### config.mk
export PLATFORM = sky130hd
export DESIGN_NAME = chunked_magnitude_comparator
export DESIGN_NICKNAME = d
export VERILOG_FILES = /design/src/rtl/comparator_pkg.sv /design/src/rtl/chunk_compare.sv /design/src/rtl/chunked_magnitude_comparator.sv
export SDC_FILE = /design/constraint.sdc
export NUM_CORES = 1
export LEC_CHECK = 0
export ABC_AREA = 1
export CAP_MARGIN = 40
export CORE_UTILIZATION = 36
export DETAILED_ROUTE_END_ITERATION = 10
export SLEW_MARGIN = 20
export SYNTH_ARGS = -nofsm -noshare
export SYNTH_HDL_FRONTEND = slang
export SYNTH_HIERARCHICAL = 1
export SYNTH_SLANG_ARGS = --single-unit
### constraint.sdc
create_clock -name clk -period 2.9 [get_ports clk]
set_input_delay 0.725 -clock clk [delete_from_list [all_inputs] [get_ports clk]]
set_output_delay 0.725 -clock clk [all_outputs]
set_load 0.005 [all_outputs]
### src/rtl/comparator_pkg.sv
// Shared definitions for the chunked magnitude comparator: FSM encoding and
// the parameter-legality rules that the top checks at elaboration.
package comparator_pkg;

    typedef enum logic [1:0] {
        IDLE = 2'd0,
        RUN  = 2'd1,
        DONE = 2'd2
    } state_t;

    localparam int MIN_WIDTH = 4;
    localparam int MIN_CHUNK = 1;

    // WIDTH must split into whole chunks and be at least MIN_WIDTH bits.
    function automatic bit cfg_legal(input int width, input int chunk);
        return (chunk >= MIN_CHUNK) && (width >= MIN_WIDTH) && ((width % chunk) == 0);
    endfunction

endpackage

### src/rtl/chunk_compare.sv
// Combinational CHUNK-wide unsigned magnitude compare; zero latency, no flow control.
// invert_msb flips the top bit of both operands so a two's-complement slice orders correctly.
module chunk_compare #(
    parameter int W = 4
) (
    input  logic [W-1:0] a,
    input  logic [W-1:0] b,
    input  logic         invert_msb,
    output logic         gt,
    output logic         lt
);

    localparam logic [W-1:0] MSB_MASK = {1'b1, {(W-1){1'b0}}};

    logic [W-1:0] w_a;
    logic [W-1:0] w_b;

    assign w_a = invert_msb ? (a ^ MSB_MASK) : a;
    assign w_b = invert_msb ? (b ^ MSB_MASK) : b;

    assign gt = (w_a > w_b);
    assign lt = (w_a < w_b);

endmodule

### src/rtl/chunked_magnitude_comparator.sv
// Multi-cycle A/B magnitude compare, one CHUNK per cycle from the MSB end, stopping at the first
// differing chunk: done follows start by k+1 cycles (N if equal); start is ignored while busy.
module chunked_magnitude_comparator
    import comparator_pkg::*;
#(
    parameter int WIDTH = 16,
    parameter int CHUNK = 4
) (
    input  logic             clk,
    input  logic             rst_n,
    input  logic             start,
    input  logic             SIGNED_MODE,
    input  logic [WIDTH-1:0] A,
    input  logic [WIDTH-1:0] B,
    output logic             busy,
    output logic             done,
    output logic             GT,
    output logic             LT,
    output logic             EQ
);

    localparam int N     = WIDTH / CHUNK;
    localparam int IDX_W = (N > 1) ? $clog2(N) : 1;

    generate
        if (!cfg_legal(WIDTH, CHUNK)) begin : g_bad_cfg
            $error("chunked_magnitude_comparator: WIDTH must be >= 4 and a multiple of CHUNK");
        end
    endgenerate

    state_t             r_state;
    logic [WIDTH-1:0]   r_a;
    logic [WIDTH-1:0]   r_b;
    logic               r_signed;
    logic [IDX_W-1:0]   r_idx;
    logic               r_busy;
    logic               r_done;
    logic               r_gt;
    logic               r_lt;
    logic               r_eq;

    logic [CHUNK-1:0]   w_a_chunk;
    logic [CHUNK-1:0]   w_b_chunk;
    logic               w_invert;
    logic               w_gt;
    logic               w_lt;
    logic               w_last;

    // Chunk 0 is the most-significant slice of the operand.
    always_comb begin
        w_a_chunk = '0;
        w_b_chunk = '0;
        for (int k = 0; k < N; k++) begin
            if (r_idx == IDX_W'(k)) begin
                w_a_chunk = r_a[WIDTH-1-k*CHUNK -: CHUNK];
                w_b_chunk = r_b[WIDTH-1-k*CHUNK -: CHUNK];
            end
        end
    end

    assign w_invert = r_signed && (r_idx == '0);
    assign w_last   = (r_idx == IDX_W'(N-1));

    chunk_compare #(
        .W (CHUNK)
    ) u_chunk_compare (
        .a          (w_a_chunk),
        .b          (w_b_chunk),
        .invert_msb (w_invert),
        .gt         (w_gt),
        .lt         (w_lt)
    );

    always_ff @(posedge clk or negedge rst_n) begin
        if (!rst_n) begin
            r_state  <= IDLE;
            r_a      <= '0;
            r_b      <= '0;
            r_signed <= 1'b0;
            r_idx    <= '0;
            r_busy   <= 1'b0;
            r_done   <= 1'b0;
            r_gt     <= 1'b0;
            r_lt     <= 1'b0;
            r_eq     <= 1'b1;
        end else begin
            case (r_state)
                IDLE, DONE: begin
                    r_done <= 1'b0;
                    if (start) begin
                        r_a      <= A;
                        r_b      <= B;
                        r_signed <= SIGNED_MODE;
                        r_idx    <= '0;
                        r_busy   <= 1'b1;
                        r_state  <= RUN;
                    end else begin
                        r_busy  <= 1'b0;
                        r_state <= IDLE;
                    end
                end
                RUN: begin
                    // Result flags only move on DONE entry so they hold while busy.
                    if (w_gt || w_lt) begin
                        r_gt    <= w_gt;
                        r_lt    <= w_lt;
                        r_eq    <= 1'b0;
                        r_busy  <= 1'b0;
                        r_done  <= 1'b1;
                        r_state <= DONE;
                    end else if (w_last) begin
                        r_gt    <= 1'b0;
                        r_lt    <= 1'b0;
                        r_eq    <= 1'b1;
                        r_busy  <= 1'b0;
                        r_done  <= 1'b1;
                        r_state <= DONE;
                    end else begin
                        r_idx <= r_idx + 1'b1;
                    end
                end
                default: begin
                    r_busy  <= 1'b0;
                    r_done  <= 1'b0;
                    r_state <= IDLE;
                end
            endcase
        end
    end

    assign busy = r_busy;
    assign done = r_done;
    assign GT   = r_gt;
    assign LT   = r_lt;
    assign EQ   = r_eq;

endmodule

==> flow_summary.ini, run 1 <==
[critical_path]
cp_max_fo = 9
worst_ep_arrival_time_ps = 2890
cp-end-kind = flip-flop
cp.required_ps = 3130
worstSetupPathType = reg2reg
start_kind = flip-flop

[die]
die_h_um = 77.8
die_x_um = 77.8
core-area_sq_um = 5510
rows = 27
fp.dieArea_sq_um = 6050
ios = 41
start_util_pct = 37.5

[clocking]
cts_tree = yes
cts_hold_buf = 0
cts.reportedPaths.clkPinSlew_ps = 70
cts_buffers = 5
clk_latency_ps = 290
ctsHtreeMaxLevel = 2
clock-root-buffer = clkbuf_8
postCtsSetupBuffers = 0
cts_buffer_depth = 2
clock_sinks = 40

[run_status]
outcome = finished, final reports clean

[sta]
fin_crit_ps = 2660
holdWs_ps = 387
rsz0062_at_grt = no
tns_ps = 0
timing.final.crit_share_pct = 91.8
skew_ps = 5.03
fmax_mhz = 376
slew_violations = 0
slew_headroom_pct = 68.4
tightest_slew_ps = 473
finalSetupViolCount = 0
finalHoldViolations = 0

[place]
hpwlAfterDp_um = 3340
place_congestion = 0.849
numPortBuffers = 40

[global_routing]
grt_max_degree = 39
grtUsageTotal_pct = 16.8
grt_pass1_vias = 1747
grt_overflow = 0
antenna_found_initial = 0
grt_pass1_wl_um = 7890

[drt]
wirelength_um = 4500
route.detailed.drc = 0
detail_route.first_pass.iterations = 4
antenna_left = 0
vias_per_cell = 4.61
vias = 1780
wl_per_cell_um = 11.7
drt_iter0_markers = 72

[synth]
synth_seq_cells = 40
seq_area_frac_synth_pct = 48.5
synth_edf_count = 0
ys_async_sr_fraction_pct = 100
syn_nets = 318
synth.distinct_cells = 19
yosysWarningCount = 6
avgSynthCellArea_sq_um = 7.54
syn-instance-count = 274
synth_area_sq_um = 2070
ys.flop_type = dfrtp_1

[hold_path]
hp-class = in2async

[power]
peakVddDrop_v = 0.000310
power_density_nw_per_um2 = 968
p_leak_nw = 1.36

[flow_run]
max_cap_violations = 0

[layout]
nets = 357
fin_util_pct = 47.9
drive_gt1_share_pct = 6.05
diodes = 0
syn_to_final_growth_pct = 27.6
==> layout make-up <==
cell class / instances / area [sq um]
fillers: 561 / 2870
inverters: 20 / 75.1
flip-flops and latches: 40 / 1000
repair buffers: 46 / 460
multi-input cells: 200 / 918
well taps: 72 / 90.1
clock buffers: 8 / 90.1
==> what timing repair did <==
action	4_1_cts	5_1_grt
hold endpoints to repair	0	0
setup endpoints to repair	0	3
gates resized for setup	0	2
==> worst paths after layout <==
| kind | cells past startpoint | slack (ps) | start | endpoint |
|---|---|---|---|---|
| setup / recovery | 14 | 240 | r_idx[0] | r_idx[0] |
| hold / removal | 1 | 390 | rst_n | r_a[3] |
| setup reg to reg | 14 | 240 | r_idx[0] | r_idx[0] |
| hold reg to reg | 2 | 480 | r_b[7] | r_b[7] |
| max in group asynchronous | 2 | 2050 | rst_n | r_b[6] |
| min in group clk | 2 | 480 | r_b[7] | r_b[7] |
==> cell usage after synthesis, types with 2 or more instances <==
| master | number | area [sq um] |
|---|---|---|
| nand2_1 | 106 | 398 |
| nand3_1 | 42 | 210 |
| dfrtp_1 | 39 | 976 |
| nor2_1 | 22 | 82.6 |
| inv_1 | 19 | 71.3 |
| a21oi_1 | 14 | 70.1 |
| ha_1 | 8 | 100 |
| buf_2 | 7 | 35.0 |
| clkbuf_1 | 4 | 15.0 |
| buf_4 | 3 | 22.5 |
| o21ai_0 | 2 | 10.0 |
==> through the flow <==
stage                     total power [W]  worst slack (ps)  area [sq um]  instances
after global routing              0.00281              19.7          2640        386
after detailed placement          0.00218               236          2540        378
final                             0.00255               239          2640        386
after global placement            0.00215               325          2520        377
after floorplan                   0.00182               493          2070        274
after CTS                         0.00258               202          2630        386
==> registers in the layout, summed over array words and instances, names as in the netlist <==
signal,cells
GT,1
r_idx,2
r_a,16
r_state,1
r_b,16
EQ,1
r_signed,1
LT,1
done,1
==> critical path, cell delays in order (launching register included) <==
cell     delay [ps]
dfrtp_1         430
inv_1            90
ha_1            320
inv_2           170
nand3_1         100
a21oi_1         160
xor2_1          180
ha_1            280
a21oi_1         180
a21oi_1         100
nor2_1          210
nand3_1         160
nand2_2         100
nand2_1          50
nand2_1          50
==> power breakdown <==
group	leakage (nW)	internal, W	switching [W]
Sequential	0.490	0.000809	0.000154
Combinational	0.827	0.000500	0.000718
Clock	0.0455	0.000194	0.000177
==> cell usage in the layout, fill, tap and decap left out, types with 2 or more instances in the layout <==
cell type / n
a21oi_1: 14
buf_4: 5
clkbuf_1: 2
clkbuf_8: 6
clkdlybuf4s50_1: 39
dfrtp_1: 39
ha_1: 7
inv_1: 18
inv_2: 2
nand2_1: 106
nand3_1: 42
nor2_1: 22
o21ai_0: 2
==> per-layer routing <==
metal  vias up  GRT usage (%)  share of wire [%]
li1        940              -                  -
met1       791           20.8                 47
met2        40           28.0                 46
met3         9           3.88                4.1
met4         0           6.98                2.3
met5         -              0                  0
==> kinds of logic (layout without fill, tap and decap cells) <==
| group | after synthesis | in the layout | synth area share, % |
|---|---|---|---|
| simple gates | 172 | 172 | 34.0 |
| xor+xnor | 2 | 2 | 0.848 |
| flops | 40 | 40 | 48.5 |
| fa+ha+maj | 8 | 8 | 4.85 |
| buf+inv | 34 | 74 | 7.15 |
| compound gates | 18 | 18 | 4.60 |
(Power assumes the default switching activity.)
==> run 2: changes to the inputs <==
CTS_CLUSTER_SIZE = 30   (was not set)
PLACE_DENSITY_LB_ADDON = 0.08   (was not set)
clock period = 2.5 ns   (was 2.9 ns; I/O delays follow)
==> flow_summary.ini, run 2 (synthesis results as in run 1) <==
[drt]
wl_per_cell_um = 12.2
antenna_left = 0
detail_route.first_pass.iterations = 6
vias = 1855
wirelength_um = 4860
drt_iter0_markers = 64
route.detailed.drc = 0
vias_per_cell = 4.67

[global_routing]
grt_overflow = 0
met2_usage_pct = 29.1
busiest_layer = met2
grt_use_met1_pct = 23.2
grt_max_degree = 34
grtUsageTotal_pct = 17.7
grt_pass1_vias = 1805
grt_pass1_wl_um = 8320
antenna_found_initial = 0
met3_usage_pct = 3.53

[critical_path]
worstSetupPathType = reg2reg
cp_max_fo = 4
worst_path_max_delay_cell = dfrtp_2
path_cells = inv_4 > ha_4 > inv_2 > nand2_1 > nand3_2 > a21oi_2 > xnor2_1 > ha_1 > nand2_1 > inv_1 > nand2_2 > a21oi_2 > nor2_4 > buf_4 > o22ai_1 > inv_1
crit_buf_inv = 5
path_delay_family = compound AO/OA/AOI/OAI gates
cp-end-kind = flip-flop
worst_ep_arrival_time_ps = 2570
start_kind = flip-flop
max_stage_delay_ps = 470
cp.required_ps = 2720

[sta]
finalHoldViolations = 0
tns_ps = 0
skew_ps = 5.18
fin_crit_ps = 2340
fmax_mhz = 427
timing.final.crit_share_pct = 93.8
tightest_slew_ps = 535
worst_slack_ps = 156
slew_violations = 0
slew_headroom_pct = 64.3
finalSetupViolCount = 0

[power]
p_clk_share_pct = 12.7
comb_power_share_pct = 55.0
peakVddDrop_v = 0.000683
p_leak_nw = 1.42
power_density_nw_per_um2 = 1240
p_seq_share_pct = 32.4
intPower_w = 0.00207
switching_share_pct = 40.9
switching_power_w = 0.00143
power.total_w = 0.00350

[clocking]
clk_latency_ps = 290
ctsHtreeMaxLevel = 2
cts_buffers = 5
cts.reportedPaths.clkPinSlew_ps = 70
clock-root-buffer = clkbuf_8
cts_buffer_depth = 2
clock_sinks = 40
cts_tree = yes

[die]
die_h_um = 77.8
rows = 27
core-area_sq_um = 5510
die_x_um = 77.8
ios = 41
fp.dieArea_sq_um = 6050
start_util_pct = 37.5

[place]
dp_slack_ps = -65.6
place_congestion = 0.822
hpwlAfterDp_um = 3610
numPortBuffers = 40

[layout]
top_regs = r_a x16, r_b x16, r_idx x2
drive_gt1_share_pct = 15.1
diodes = 0
nets = 368
most-common-layout-cells = 105 x nand2_1, 40 x nand3_1, 39 x clkdlybuf4s50_1, 37 x dfrtp_1, 21 x nor2_1
fin_util_pct = 51.4
syn_to_final_growth_pct = 36.9
layout_commonest_cell = nand2_1
fill_cells = 558

[run_status]
outcome = finished, final reports clean

[hold_path]
hp-class = in2async

[flow_run]
max_cap_violations = 0
## run 2: final timing paths
| path | startpoint | endpoint | slack (ps) | cells after the start |
|---|---|---|---|---|
| worst max-delay path | r_idx[1] | EQ | 160 | 16 |
| max in group asynchronous | rst_n | r_a[14] | 1780 | 2 |
| min in group clk | r_a[0] | r_a[0] | 480 | 2 |
| worst max register to register | r_idx[1] | EQ | 160 | 16 |
| worst min-delay path | rst_n | r_a[8] | 270 | 1 |
| worst min register to register | r_a[0] | r_a[0] | 480 | 2 |
## run 2: final cells by class
class	instances	area (sq um)	share of cell area, %
clock buffers	8	90.1	3.18
well taps	72	90.1	3.18
flip-flops and latches	40	1000	35.5
repair buffers	57	547	19.3
inverters	20	80.1	2.83
multi-input cells	200	1020	36.0
## run 2: per-layer routing
layer  vias to the layer above  routed length (um)
li1                        960                   -
met1                       861                2420
met2                        29                2240
met3                         5                 153
met4                         0                  55
met5                         -                   0
## run 2: power groups by stage
stage / logic [W] / registers [W] / clock network (W)
after CTS: 0.00166 / 0.00113 / 0.000456
after floorplan: 0.00104 / 0.00107 / 0
after global placement: 0.00159 / 0.00114 / 0
after global routing: 0.00219 / 0.00117 / 0.000483
after detailed placement: 0.00162 / 0.00114 / 0
final: 0.00192 / 0.00113 / 0.000444
## run 2: worst reg2reg max path, delay by kind of cell (launching register included)
family | cells | cell delay (ps)
AO/OA/AOI/OAI | 3 | 490
XOR/XNOR | 1 | 80
adder cells (fa/ha/maj) | 2 | 470
buffers and inverters | 5 | 400
flip-flops | 1 | 470
AND/OR/NAND/NOR | 5 | 360
## run 2: what timing repair did
action / CTS / global route
endpoints found under the setup margin: 5 / 6
gates cloned: 0 / 0
gates resized for setup: 2 / 27
hold buffers: 0 / 0
buffers inserted: 0 / 3
pin swaps: 0 / 11
## run 2: per-stage QoR
| step | hold slack (ps) | instance area (sq um) | instances |
|---|---|---|---|
| detailed placement | 462 | 2600 | 386 |
| global route | 294 | 2830 | 397 |
| finish | 265 | 2830 | 397 |
| CTS | 271 | 2700 | 394 |
| floorplan | 329 | 2070 | 274 |
| global placement | 461 | 2580 | 385 |
